[config.mk]
export PLATFORM = sky130hd
export DESIGN_NAME = sdram_arbiter
export DESIGN_NICKNAME = d
export VERILOG_FILES = /design/src/rtl/sdram_arbiter.sv
export SDC_FILE = /design/constraint.sdc
export NUM_CORES = 1
export LEC_CHECK = 0
export CAP_MARGIN = 20
export CORE_UTILIZATION = 38
export CTS_CLUSTER_DIAMETER = 120
export DETAILED_ROUTE_END_ITERATION = 8
export MAX_ROUTING_LAYER = met4
export PLACE_DENSITY = 0.8
export SLEW_MARGIN = 10
export SYNTH_ARGS = -nofsm -noshare
export SYNTH_HDL_FRONTEND = slang
export SYNTH_SLANG_ARGS = --single-unit
export TNS_END_PERCENT = 30
[constraint.sdc]
create_clock -name sys_clk -period 5.23 [get_ports sys_clk]
set_clock_uncertainty 0.2 [all_clocks]
set_input_delay 1.046 -clock sys_clk [delete_from_list [all_inputs] [get_ports sys_clk]]
set_output_delay 1.046 -clock sys_clk [all_outputs]
set_load 0.03 [all_outputs]
[src/rtl/sdram_arbiter.sv]
// SDRAM pin owner: time-shares the command/data pins across init, refresh, write and read engines; pins registered (1 cycle).
// Backpressure: a pending request is held off (grant low) until the FSM returns to ARBIT; refresh wins, write/read round-robin.
module sdram_arbiter #(
  parameter int DW      = 16,
  parameter int AW      = 13,
  parameter int BAW     = 2,
  parameter int TIMEOUT = 1024
) (
  input  logic           sys_clk,
  input  logic           sys_rst,
  input  logic           init_end,
  input  logic [3:0]     init_cmd,
  input  logic [BAW-1:0] init_ba,
  input  logic [AW-1:0]  init_addr,
  input  logic           aref_req,
  input  logic           aref_end,
  input  logic [3:0]     aref_cmd,
  input  logic [BAW-1:0] aref_ba,
  input  logic [AW-1:0]  aref_addr,
  input  logic           wr_req,
  input  logic           wr_end,
  input  logic [3:0]     wr_cmd,
  input  logic [BAW-1:0] wr_ba,
  input  logic [AW-1:0]  wr_addr,
  input  logic           wr_sdram_en,
  input  logic [DW-1:0]  wr_sdram_data,
  input  logic           rd_req,
  input  logic           rd_end,
  input  logic [3:0]     rd_cmd,
  input  logic [BAW-1:0] rd_ba,
  input  logic [AW-1:0]  rd_addr,
  output logic           aref_en,
  output logic           wr_en,
  output logic           rd_en,
  output logic [3:0]     sdram_cmd,
  output logic [BAW-1:0] sdram_ba,
  output logic [AW-1:0]  sdram_addr,
  output logic [DW-1:0]  sdram_dq_o,
  output logic           sdram_dq_oe,
  output logic           timeout_err
);

  localparam int              WDW      = $clog2(TIMEOUT);
  localparam logic [WDW-1:0]  WDOG_MAX = WDW'(TIMEOUT - 1);
  localparam logic [3:0]      CMD_NOP  = 4'b0111;

  typedef enum logic [2:0] {S_INIT, S_ARBIT, S_AREF, S_WRITE, S_READ} state_t;

  state_t         state, state_nxt;
  logic           rr_last_rd;
  logic [WDW-1:0] wdog;
  logic           granted;
  logic           cur_end;
  logic           wdog_exp;

  always_ff @(posedge sys_clk or posedge sys_rst) begin
    if (sys_rst) state <= S_INIT;
    else         state <= state_nxt;
  end

  always_comb begin
    state_nxt = state;
    case (state)
      S_INIT:  if (init_end) state_nxt = S_ARBIT;
      S_ARBIT: begin
        if (aref_req)            state_nxt = S_AREF;
        else if (wr_req && rd_req) state_nxt = rr_last_rd ? S_WRITE : S_READ;
        else if (wr_req)         state_nxt = S_WRITE;
        else if (rd_req)         state_nxt = S_READ;
      end
      S_AREF, S_WRITE, S_READ: if (cur_end || wdog_exp) state_nxt = S_ARBIT;
      default: state_nxt = S_INIT;
    endcase
  end

  always_comb begin
    aref_en     = (state == S_AREF);
    wr_en       = (state == S_WRITE);
    rd_en       = (state == S_READ);
    granted     = aref_en || wr_en || rd_en;
    // only the owning engine's end pulse releases the grant
    cur_end     = (aref_en && aref_end) || (wr_en && wr_end) || (rd_en && rd_end);
    wdog_exp    = granted && (wdog == WDOG_MAX);
    timeout_err = wdog_exp && !cur_end;
  end

  always_ff @(posedge sys_clk or posedge sys_rst) begin
    if (sys_rst) begin
      rr_last_rd <= 1'b1;
      wdog       <= '0;
    end else begin
      if (state == S_ARBIT && state_nxt == S_WRITE) rr_last_rd <= 1'b0;
      if (state == S_ARBIT && state_nxt == S_READ)  rr_last_rd <= 1'b1;
      if (state_nxt != state)          wdog <= '0;
      else if (granted && wdog != '1)  wdog <= wdog + 1'b1;
    end
  end

  always_ff @(posedge sys_clk or posedge sys_rst) begin
    if (sys_rst) begin
      sdram_cmd   <= CMD_NOP;
      sdram_ba    <= '1;
      sdram_addr  <= '1;
      sdram_dq_o  <= '0;
      sdram_dq_oe <= 1'b0;
    end else begin
      case (state)
        S_INIT:  begin sdram_cmd <= init_cmd; sdram_ba <= init_ba; sdram_addr <= init_addr; end
        S_AREF:  begin sdram_cmd <= aref_cmd; sdram_ba <= aref_ba; sdram_addr <= aref_addr; end
        S_WRITE: begin sdram_cmd <= wr_cmd;   sdram_ba <= wr_ba;   sdram_addr <= wr_addr;   end
        S_READ:  begin sdram_cmd <= rd_cmd;   sdram_ba <= rd_ba;   sdram_addr <= rd_addr;   end
        default: begin sdram_cmd <= CMD_NOP;  sdram_ba <= '1;      sdram_addr <= '1;        end
      endcase
      if (state == S_WRITE) begin
        sdram_dq_o  <= wr_sdram_data;
        sdram_dq_oe <= wr_sdram_en;
      end else begin
        sdram_dq_o  <= '0;
        sdram_dq_oe <= 1'b0;
      end
    end
  end

endmodule

==> metrics.txt <==
clock buffer count from CTS 5; data required time of the worst path 3.98 ns; Global Route Usage Sum 21.3%; Worst-Skew Late Latency 0.30 ns; dpl cell area 3980 sq um; Worst slew margin 50.9%; Worst Setup Start Kind input pin; Post-route DRC 0; fmax 245 MHz; Post-CTS Setup Bufs 0; port bufs 141; Nets 479; first-pass GRT wire length 11.4 mm; most frequent cell after synthesis dfrtp_1; status complete, no violations; placed cell count 445; top_reg_cell synth dfrtp_1; max cap viols 0; core area 6390 sq um; worst setup margin 1.15 ns; Mapped Cells 241; Root Driver clkbuf_8; worst-path maximum fanout 4; synth warn 0; setup TNS 0 ns; hold slack 0.340 ns; TritonCTS clock tree built; area delta synth->final 62.3%; worst slew pin tran 0.736 ns; Initial DRC Count 85; Commonest cells post-synth dfrtp_1, a21oi_1, nor2_1; static leakage 1.62 nW; GPL Wtd Cong 0.823; worst hold path startpoint rr_last_rd$_DFFE_PP1P_; Starting Density 39.6%; Final min period 4.08 ns; post-layout util 64.3%; post-DR wirelength/cell 15.3 um; Resized Gates After CTS 0; Tot Pwr 1.90 mW; Max IR drop VDD 217 uV; Hold Buf Count CTS 0; PwrDens 463 nW/um^2; crit path DAT 2.83 ns; Rows 29; layout cells sized above 1 15.4%; Via density 5.26; via count 2390; Seq/Total Area, Yosys 50.4%; TritonRoute pass-1 iters 4; post-route cell area 4110 sq um; top cells by area, synth dfrtp_1, dfstp_2, mux2_2, o22ai_1, a21oi_1; Final Max Slew Viols 0; share of Yosys cell area claimed by the top area cell type 30.7%; Layout Cells excl Fill 454; largest net degree at the start of global routing 51; Critical path origin rd_end; mapped cell area 2530 sq um; initial antenna violation count 0; total clock sinks 50; unrepaired setup endpoints after global routing no; count of cell types in the netlist 50; number of synthesized flops with an enable pin 0; I/O Pins 142; Remaining Overflow, GRT 0; r2r startpoint state[0]$_DFF_PP0_; crit share post-route 77.9%; die width 83.6 um; ys async rst share 100%; Syn Area/Cell 10.5 sq um; leading area contributor after synthesis dfrtp_1; Die Y-Extent 83.6 um; CP Capture Type primary output; worst hold path class flip-flop to flip-flop; CTS max path bufs 2; vias in the first global route 2354; Final ANT Viol Nets 0; pre-CTS setup slack 1.14 ns; Worst-path clk slew 0.08 ns; DP HPWL 5.23 mm; Die Area 6990 sq um; syn nets 344; Setup Crit Path Kind input pin to primary output; final setup vio count 0; final hold violations 0; Total Wirelength 6.94 mm; Clock H-tree levels 2; #FFs+latches synth 50; antenna diode instance count 0; Filler cells 514
## routing by layer
| metal | up-vias | global-route usage, % | wire (um) |
|---|---|---|---|
| li1 | 1153 | - | - |
| met4 | 0 | 5.24 | 118 |
| met3 | 8 | 5.54 | 465 |
| met1 | 1112 | 25.2 | 2800 |
| met5 | - | - | 0 |
| met2 | 117 | 36.3 | 3550 |
## final cells by class
class	instances	area [sq um]	area share, %
Timing Repair Buffer	144	1450	35.2
Clock inverter	3	40.0	0.975
Sequential cell	50	1270	31.0
Clock buffer	5	68.8	1.68
Tap cell	77	96.3	2.35
Multi-Input combinational cell	169	1160	28.2
Inverter	6	23.8	0.579
## worst max-delay path, stage by stage
cell and delay (ns):
clkdlybuf4s50_1 0.42, nor4bb_1 0.14, a211o_1 0.34, nor3_1 0.19
clkdlybuf4s50_1 0.69
## power breakdown
part	switching [mW]	leakage, nW	internal [mW]
Clock	0.125	0.0579	0.141
Combinational	0.582	0.941	0.444
Sequential	0.0548	0.619	0.556
## path summary, 6_finish.rpt
path | to | cells after the start | slack (ns)
max in group asynchronous | rr_last_rd$_DFFE_PP1P_ | 3 | 3.50
max reg2reg | state[1]$_DFF_PP0_ | 5 | 2.66
max | timeout_err | 5 | 1.15
min in group asynchronous | sdram_dq_o[13]$_DFF_PP0_ | 2 | 0.78
min | rr_last_rd$_DFFE_PP1P_ | 2 | 0.34
min reg2reg | rr_last_rd$_DFFE_PP1P_ | 2 | 0.34
## placed cells by master, fill, tap and decap left out, types with 3 or more instances in the layout
cell type        instances
clkdlybuf4s50_1        141
dfrtp_1                 31
a21oi_1                 23
nor2_1                  22
o22ai_1                 19
dfstp_2                 19
mux2_2                  18
and2_1                  17
nand2_1                  6
nor3_1                   6
nand2b_1                 5
a211oi_1                 5
clkbuf_8                 5
nand3_1                  4
inv_1                    3
clkinv_2                 3
or3_1                    3
or4_1                    3
## sequential cells by signal, summed over array words and instances (netlist names)
register     cells
sdram_addr      13
rr_last_rd       1
sdram_ba         2
wdog            10
sdram_cmd        4
state            3
sdram_dq_oe      1
sdram_dq_o      16
## cells by family after synthesis
logic type	synth area share (%)
AOI/OAI and AO/OA	18.5
xor gates and xnor gates	0.693
adders and majority gates	0.494
buffers and inverters	3.91
DFF	50.4
muxes	8.41
and+or+nand+nor	17.6
No activity file was read; power rests on OpenSTA's default activity.
==> variant (same flow settings) <==
Add an input register stage for `init_addr`, without a reset; this delays it by one clock. The other inputs are not delayed to match.
--- a/src/rtl/sdram_arbiter.sv
+++ b/src/rtl/sdram_arbiter.sv
@@ -45,6 +45,12 @@
   localparam logic [3:0]      CMD_NOP  = 4'b0111;
 
   typedef enum logic [2:0] {S_INIT, S_ARBIT, S_AREF, S_WRITE, S_READ} state_t;
+
+  logic [AW-1:0] init_addr_q;
+
+  always_ff @(posedge sys_clk) begin
+    init_addr_q <= init_addr;
+  end
 
   state_t         state, state_nxt;
   logic           rr_last_rd;
@@ -105,7 +111,7 @@
       sdram_dq_oe <= 1'b0;
     end else begin
       case (state)
-        S_INIT:  begin sdram_cmd <= init_cmd; sdram_ba <= init_ba; sdram_addr <= init_addr; end
+        S_INIT:  begin sdram_cmd <= init_cmd; sdram_ba <= init_ba; sdram_addr <= init_addr_q; end
         S_AREF:  begin sdram_cmd <= aref_cmd; sdram_ba <= aref_ba; sdram_addr <= aref_addr; end
         S_WRITE: begin sdram_cmd <= wr_cmd;   sdram_ba <= wr_ba;   sdram_addr <= wr_addr;   end
         S_READ:  begin sdram_cmd <= rd_cmd;   sdram_ba <= rd_ba;   sdram_addr <= rd_addr;   end
Function: changed (Yosys sat finds a counterexample within 4 cycles, from zero or initial values and one cycle with sys_rst high).
==> variant against the unedited design <==
Count of clock-buffer cells in the layout up 4; sequential cell count up 13; area after synthesis up 9.8%; power up 12%; register-to-register slack worse by 20 ps; synthesized cell count up 6.6%; first-iteration DRC count up 13%; utilization up 0.74 points; global-route usage down 0.090 points; worst setup slack better by 110 ps; cell area up 10%; wire length up 8.9%; maximum frequency up 2.7%.
==> variant: results (changes against the unedited design) <==
----------------------------------------------------
[Cells and area]
  Largest registers ranked by flip-flop count ... sdram_dq_o (16), init_addr_q (13), sdram_addr (13) (was sdram_dq_o (16), sdram_addr (13), wdog (10))
  Number of nets in the layout ... 502 (was 479)
  Share of post-route cells with drive strength above 1 ... 0.1262 (was 0.1538)

[STA]
  Normalized max-slew margin ... 0.3786 (was 0.5094)
  Minimum clock period ... 3968 ps (was 4077 ps)

[Critical path]
  Worst path arrival time ... 2720 ps (was 2830 ps)
  Register-to-register setup slack ... 2640 ps (was 2660 ps)
  R2R cell count ... 6 (was 5)
  Launching point of the worst reg2reg path ... state[1] (was state[0])
  Maximum fanout encountered on the critical timing path ... 2 (was 4)

[Hold path]
  Worst Hold End ... wdog[9] (was rr_last_rd)
  Number of stages on the worst hold path ... 1 (was 2)
  Hold_sp ... wdog[9] (was rr_last_rd)

[Placement]
  Final weighted congestion of routability-driven global placement ... 0.7846 (was 0.8234)
  Post-place setup slack ... 1302 ps (was 1145 ps)

[Power and ir drop]
  Net Sw Power ... 799.5 uW (was 761.9 uW)
  Leakage dissipation ... 0.001884 uW (was 0.001618 uW)
  Max rail drop VDD ... 189.9 uV (was 217.2 uV)

[Yosys]
  Synthesized netlist net count ... 360 (was 344)
  Seq/Total Area, Yosys ... 0.5527 (was 0.5040)
  Yosys cell types ... 44 (was 50)
  Ranking of synthesized cells by area ... dfrtp_1 28%, dfstp_2 18%, dfxtp_1 9.4% (was dfrtp_1 31%, dfstp_2 20%, mux2_2 8.0%)

[Status]
  Run status ... finished clean (unchanged)

[Clock network]
  Maximum level of the CTS H-tree ... 3 (was 2)

[Global route]
  First-pass GRT wire length ... 11,960 microns (was 11,390 microns)
  Global router's overall resource usage ... 0.2121 (was 0.2130)

----------------------------------------------------
==> variant: changes by cell type in the layout (fill, tap and decap cells not counted), sizes merged, moves of 4 or more <==
cell and delta:
dfxtp +13, a211oi -7, o22ai -18, o22a +18
and3 +19, clkbuf +4, xnor2 +5, and2 -17
mux2 -18, nor2 +14, mux2i +19
==> variant: power groups by stage <==
| stage | clock (uW) | sequential (uW) | combinational (uW) |
|---|---|---|---|
| floorplan | 0 | 869 | 451 |
| detailed placement | 0 | 693 | 990 |
| CTS | 473 | 684 | 993 |
| finish | 465 | 684 | 985 |
| global placement | 0 | 690 | 974 |
| global route | 493 | 695 | 1070 |
==> variant: cell type report <==
class | instances | area share
Multi-Input combinational cell | 175 | 0.2579
Timing Repair Buffer | 146 | 0.3235
Inverter | 4 | 0.003324
Clock buffer | 9 | 0.02742
Sequential cell | 63 | 0.3399
Clock inverter | 7 | 0.02133
Tap cell | 96 | 0.02659
==> variant: critical path: stages <==
cell and delay, ps:
clkdlybuf4s50_1 410, mux2i_1 220, o2bb2ai_1 130, nor3b_1 220, clkdlybuf4s50_1 700
==> variant: worst max-delay path by stage <==
stage	start	endpoint
final	wr_end	timeout_err
after global routing	wdog[0]	timeout_err
after CTS	wr_end	timeout_err
after detailed placement	wr_end	timeout_err
after global placement	wr_end	timeout_err
after floorplan	wr_end	timeout_err
==> variant: logic make-up (layout without fill, tap and decap cells) <==
kind of cell,count (synthesis),after routing,share of synthesized area
AND/OR/NAND/NOR,87,87,0.1644
flip-flops,63,63,0.5527
AO/OA/AOI/OAI,60,60,0.1563
multiplexers,20,20,0.07207
buffers and inverters,19,166,0.02793
XOR/XNOR,7,7,0.02207
adder cells (fa/ha/maj),1,1,0.004504
==> variant: layer usage <==
| metal | vias up | part of all wire | track usage |
|---|---|---|---|
| li1 | 1200 | - | - |
| met1 | 1198 | 0.41 | 0.2530 |
| met2 | 113 | 0.51 | 0.3558 |
| met3 | 5 | 0.072 | 0.04929 |
| met4 | 0 | 0.0069 | 0.06557 |
| met5 | - | 0 | - |
==> variant: stage by stage <==
step                std cells    util  total power (uW)  hold WS (ps)
CTS                       499  0.6476              2150         339.5
floorplan                 257       -              1320         300.6
finish                    500  0.6505              2134         334.5
global route              500  0.6505              2254         371.4
detailed placement        483  0.6159              1683         328.9
global placement          483  0.6159              1664         317.6
